===== config.mk =====
export PLATFORM = sky130hd
export DESIGN_NAME = cell_enable_ctrl
export DESIGN_NICKNAME = d
export VERILOG_FILES = /design/src/rtl/cell_enable_ctrl.sv
export SDC_FILE = /design/constraint.sdc
export NUM_CORES = 1
export LEC_CHECK = 0
export BUFFER_PORTS_ARGS = -buffer_cell sky130_fd_sc_hd__buf_4
export CORE_UTILIZATION = 25
export CTS_CLUSTER_DIAMETER = 200
export DETAILED_ROUTE_END_ITERATION = 10
export HOLD_SLACK_MARGIN = 0.15
export PLACE_DENSITY = 0.54
export SLEW_MARGIN = 5
export SYNTH_ARGS = -nofsm -noshare
export SYNTH_HDL_FRONTEND = slang
export SYNTH_SLANG_ARGS = --single-unit

===== constraint.sdc =====
create_clock -name clk -period 2.15 [get_ports clk]
set_clock_uncertainty 0.2 [all_clocks]
set_input_delay 0.215 -clock clk [delete_from_list [all_inputs] [get_ports clk]]
set_output_delay 0.215 -clock clk [all_outputs]
set_load 0.02 [all_outputs]

===== src/rtl/cell_enable_ctrl.sv =====
// cell_enable_ctrl
//   Move-decode controller for the tic-tac-toe board. Accepts a cell index
//   over a valid/ready handshake, range/occupancy checks it and issues a
//   registered one-cycle one-hot enable to the addressed cell register.
//   Tracks occupancy, turn, move count and a full-board flag.
//
//   Build option: define CELL_OCCUPANCY_CHECK_EN to refuse moves onto
//   occupied cells; when undefined only the range check applies.
//
// Ports
//   clk        clock, rising edge
//   rst        asynchronous active-low reset
//   clear      synchronous game restart (highest priority)
//   sel_valid  move request present
//   sel        zero-based requested cell index
//   sel_ready  request can be accepted this cycle
//   en         one-hot write-enable pulse to cell registers
//   player     player of the granted move (0 = X, 1 = O), valid with accept
//   accept     one-cycle pulse on grant
//   reject     one-cycle pulse on refusal
//   occupied   board occupancy map
//   moves      number of granted moves (saturates at CELLS)
//   full       every cell occupied / move budget used
module cell_enable_ctrl #(
  parameter int CELLS = 9,
  parameter int SEL_W = 4
) (
  input  logic                         clk,
  input  logic                         rst,
  input  logic                         clear,
  input  logic                         sel_valid,
  input  logic [SEL_W-1:0]             sel,
  output logic                         sel_ready,
  output logic [CELLS-1:0]             en,
  output logic                         player,
  output logic                         accept,
  output logic                         reject,
  output logic [CELLS-1:0]             occupied,
  output logic [$clog2(CELLS+1)-1:0]   moves,
  output logic                         full
);

  localparam int MW = $clog2(CELLS+1);
  localparam logic [MW-1:0] FULL_CNT = MW'(CELLS);

  typedef enum logic [1:0] {IDLE, RESP, DONE} state_t;

  state_t           r_state;
  logic [CELLS-1:0] r_en;
  logic             r_player;
  logic             r_accept;
  logic             r_reject;
  logic [CELLS-1:0] r_occ;
  logic [MW-1:0]    r_moves;
  logic             r_full;
  logic             r_turn;

  logic             w_in_range;
  logic [CELLS-1:0] w_onehot;
  logic             w_grant;
`ifdef CELL_OCCUPANCY_CHECK_EN
  logic             w_hit;
`endif

  // One extra bit on both sides so CELLS == 2^SEL_W still compares correctly.
  always_comb begin
    w_in_range = ({1'b0, sel} < (SEL_W+1)'(CELLS));
    w_onehot   = '0;
`ifdef CELL_OCCUPANCY_CHECK_EN
    w_hit      = 1'b0;
`endif
    // Decode only in-range indices, so an out-of-range sel yields no bit.
    for (int unsigned i = 0; i < CELLS; i++) begin
      if (sel == SEL_W'(i)) begin
        w_onehot[i] = 1'b1;
`ifdef CELL_OCCUPANCY_CHECK_EN
        w_hit       = r_occ[i];
`endif
      end
    end
`ifdef CELL_OCCUPANCY_CHECK_EN
    w_grant = w_in_range && !w_hit;
`else
    w_grant = w_in_range;
`endif
  end

  always_ff @(posedge clk or negedge rst) begin
    if (!rst) begin
      r_state  <= IDLE;
      r_en     <= '0;
      r_player <= 1'b0;
      r_accept <= 1'b0;
      r_reject <= 1'b0;
      r_occ    <= '0;
      r_moves  <= '0;
      r_full   <= 1'b0;
      r_turn   <= 1'b0;
    end else if (clear) begin
      r_state  <= IDLE;
      r_en     <= '0;
      r_player <= 1'b0;
      r_accept <= 1'b0;
      r_reject <= 1'b0;
      r_occ    <= '0;
      r_moves  <= '0;
      r_full   <= 1'b0;
      r_turn   <= 1'b0;
    end else begin
      case (r_state)
        IDLE: begin
          if (sel_valid) begin
            r_state <= RESP;
            if (w_grant) begin
              r_en     <= w_onehot;
              r_accept <= 1'b1;
              r_player <= r_turn;
              r_turn   <= ~r_turn;
              r_occ    <= r_occ | w_onehot;
              if (r_moves != FULL_CNT) r_moves <= r_moves + 1'b1;
            end else begin
              r_reject <= 1'b1;
            end
          end
        end
        RESP: begin
          r_en     <= '0;
          r_accept <= 1'b0;
          r_reject <= 1'b0;
          if (r_moves == FULL_CNT) begin
            r_state <= DONE;
            r_full  <= 1'b1;
          end else begin
            r_state <= IDLE;
          end
        end
        DONE: ;
        default: r_state <= IDLE;
      endcase
    end
  end

  assign sel_ready = (r_state == IDLE) && !clear;
  assign en        = r_en;
  assign player    = r_player;
  assign accept    = r_accept;
  assign reject    = r_reject;
  assign occupied  = r_occ;
  assign moves     = r_moves;
  assign full      = r_full;

endmodule


==> key figures <==
Setup path
  • Crit-path max cell delay: 0.53 ns
  • Crit path DAT: 2.00 ns
  • R2r setup slk: 0.23 ns
  • R2R Path Start: r_state[1]
  • Startpoint types: input port
  • Top delay family on crit path: simple AND/OR/NAND/NOR gates
  • Crit Path Class: in -> reg
  • Worst Setup EP: moves[0]
  • Worst path required time: 2.11 ns
  • Crit-path max FO: 8
  • R2R cell count: 3
  • Critical path, cell by cell: dlygate4sd3_1 -> buf_4 -> or3b_1 -> nor3_2 -> mux2_2
  • Crit-path slowest cell: dlygate4sd3_1
  • WP depth: 5
  • Crit path buf inv count: 2
  • Critical R2R Capture: moves[0]
  • CP Capture Type: register
  • Worst Setup SP: sel_valid

GRT
  • Vias in the first global route: 1117
  • Largest net degree at the start of global routing: 30
  • GRT Total Usage: 13.77%
  • Antenna violations before repair: 0
  • GR Overflow Total: 0
  • First-pass GRT wire length: 5437 um

Pwr
  • Sw power: 301.6 uW
  • Worst VDD drop: 364.4 uV
  • Reg power frac: 48.6%
  • Clk pwr share: 38.2%
  • Sw Share: 25.65%
  • Logic pwr share: 13.2%
  • Leak: 0.0008210 uW
  • Int Power: 874.2 uW
  • Cell Pwr Density: 667.9 mW/mm^2

Outcome
  • Outcome: finished clean

Timing
  • Final Hold Violating Endpoints: 0
  • Final WS setup: 0.1101 ns
  • Setup total negative slack: 0 ns
  • Setup violators final: 0
  • RSZ-0062 raised after global routing: false
  • Slew @ Worst Pin: 0.5200 ns
  • Slew margin rel.: about 65%
  • Crit share post-route: 94.88%
  • Maximum clock frequency: between 0.4 and 0.5 GHz
  • Fin crit period: 2.040 ns
  • Fin. max-slew vios: 0

Final layout
  • # diodes: 0
  • Commonest non-fill, non-tap cell in the layout: buf_4
  • Fillers: 517
  • Final cell area excluding filler cells: 0.001760 mm^2
  • Share of layout cells above drive strength 1: 30.00%
  • Area grow syn2layout: 38.35%
  • Commonest cells after routing, fill and taps aside: buf_4, dfrtp_1, nor2_1
  • NumNets Final: 170

Clocking
  • Worst skew pair latency: about 0.29 ns
  • H-tree Lvls: 2
  • Maximum clock path buffer count: 2
  • Worst-path clk slew: 0.06 ns
  • Post-CTS Setup Repair Bufs: 0
  • Root buffer cell: clkbuf_8
  • Total CTS buffers: 5
  • CTS tree: done
  • Clk sinks: 29

Drt
  • Routed vias: 1113
  • Antenna Nets Post-Route: 0
  • Final wirelength: 3473 um
  • WL/cell: 15.30 um
  • Drt first pass iters: 4
  • Vias per cell: 4.903
  • Iteration-0 DRC Markers: 45
  • Post-route DRC violation count: 0

Yosys
  • Synth Register Bits: 29
  • Mean Syn Cell Area: 10.88 um^2
  • Asr flop ratio synth: 100.0%
  • Post-Syn Nets: 127
  • Largest cells by area after synthesis: dfrtp_1, a32o_1, nor2_1
  • Post-synth EDFFs: 0
  • Synthesized cell area: 0.001272 mm^2
  • Yosys warning total: 0
  • Synth unique cells: 29
  • Area leader, netlist: dfrtp_1
  • Post-synthesis sequential area ratio: 57.03%
  • Post-synth top area share: 57.03%
  • Cell count after synthesis: ~120
  • Most used DFF post-synth: dfrtp_1

Floorplan
  • Die Y: 73.35 um
  • Die Width: around 73 um
  • I/O pins: 35
  • Initial Util: around a quarter
  • Row count: 25
  • Area of the core: 0.004817 mm^2
  • Die Area: 0.005379 mm^2

Place
  • Routability cong.: between 0.7 and 0.8
  • IO Port Bufs: 34
  • HPWL after DPL: 2324 um
  • Pre-CTS setup slack: 0.1689 ns
  • Area after DPL: around 0.0016 mm^2

Flow run
  • Max-Cap Viols: 0

Min path
  • Worst hold path class: in -> async
metrics by stage:
step	instances	util, %	hold slack (ns)	total power (uW)
floorplan	117	-	-0.2806	655.2
global placement	213	33.19	-0.04743	720.8
detailed placement	213	33.19	-0.03671	726.3
CTS	227	36.44	0.2089	1184
global route	227	36.55	0.2242	1225
finish	227	36.55	0.1788	1176
area by class of cell:
cell class	instances	area [um^2]	share of cell area, %
multi-input combinational	78	513.0	29.14
sequential	29	725.7	41.22
timing repair buffer	43	340.3	19.33
clock buffer	7	86.33	4.904
tap	67	83.83	4.762
inverter	3	11.26	0.6397
routing by layer:
metal / track usage, % / share of wire (%) / vias up
li1: - / - / 518
met5: 0 / 0 / -
met1: 17.41 / 46 / 540
met3: 3.292 / 5.2 / 9
met2: 21.60 / 46 / 46
met4: 7.692 / 2.3 / 0
logic make-up after synthesis:
family                     count (synthesis)  share of synthesized area [%]
buffers and inverters                     10                          3.048
DFF                                       29                          57.03
AOI/OAI and AO/OA                         35                          19.96
and+or+nand+nor                           38                          15.34
adders and majority gates                  2                          1.966
muxes                                      3                          2.655
worst reg2reg max path: stages, from the launching register on:
cell and delay [ns]:
dfrtp_1 0.44, or3b_1 0.50, nor3_2 0.28, mux2_2 0.37
registers in the layout, indices dropped and copies added, names as in the netlist:
name and count:
moves 4, r_state 2, occupied 9, accept 1
full 1, player 1, r_turn 1, reject 1
en 9
power by group through the flow:
stage                     Clock (uW)  Combinational [uW]  Sequential [uW]
after floorplan                    0                62.2              593
after global placement             0                 141              580
after detailed placement           0                 145              581
after CTS                        456                 156              572
after global routing             484                 168              573
final                            449                 155              572
cell usage after synthesis (2+ instances only):
library cell / number
mux2_2: 3
a22o_1: 2
nor3_1: 4
nand3_1: 2
inv_1: 3
o21ai_0: 2
a21oi_1: 8
a31oi_1: 9
dfrtp_1: 29
clkbuf_1: 5
a32o_1: 8
o31ai_1: 3
nor2b_1: 6
nor2_1: 17
ha_1: 2
worst min path at each step:
| stage | from | endpoint | slack (ns) | cells after the start |
|---|---|---|---|---|
| after floorplan | rst | accept | -0.28 | 0 |
| after global placement | rst | moves[0] | -0.05 | 1 |
| after detailed placement | rst | moves[0] | -0.04 | 1 |
| after CTS | rst | moves[3] | 0.21 | 2 |
| after global routing | rst | moves[3] | 0.22 | 2 |
| final | rst | moves[3] | 0.18 | 2 |
what timing repair did:
action | 4_1_cts | 5_1_grt
gates resized for setup | 0 | 1
hold buffers | 7 | 0
hold endpoints to repair | 47 | 0
endpoints found under the setup margin | 0 | 2
Power figures use the tool's default switching activity.
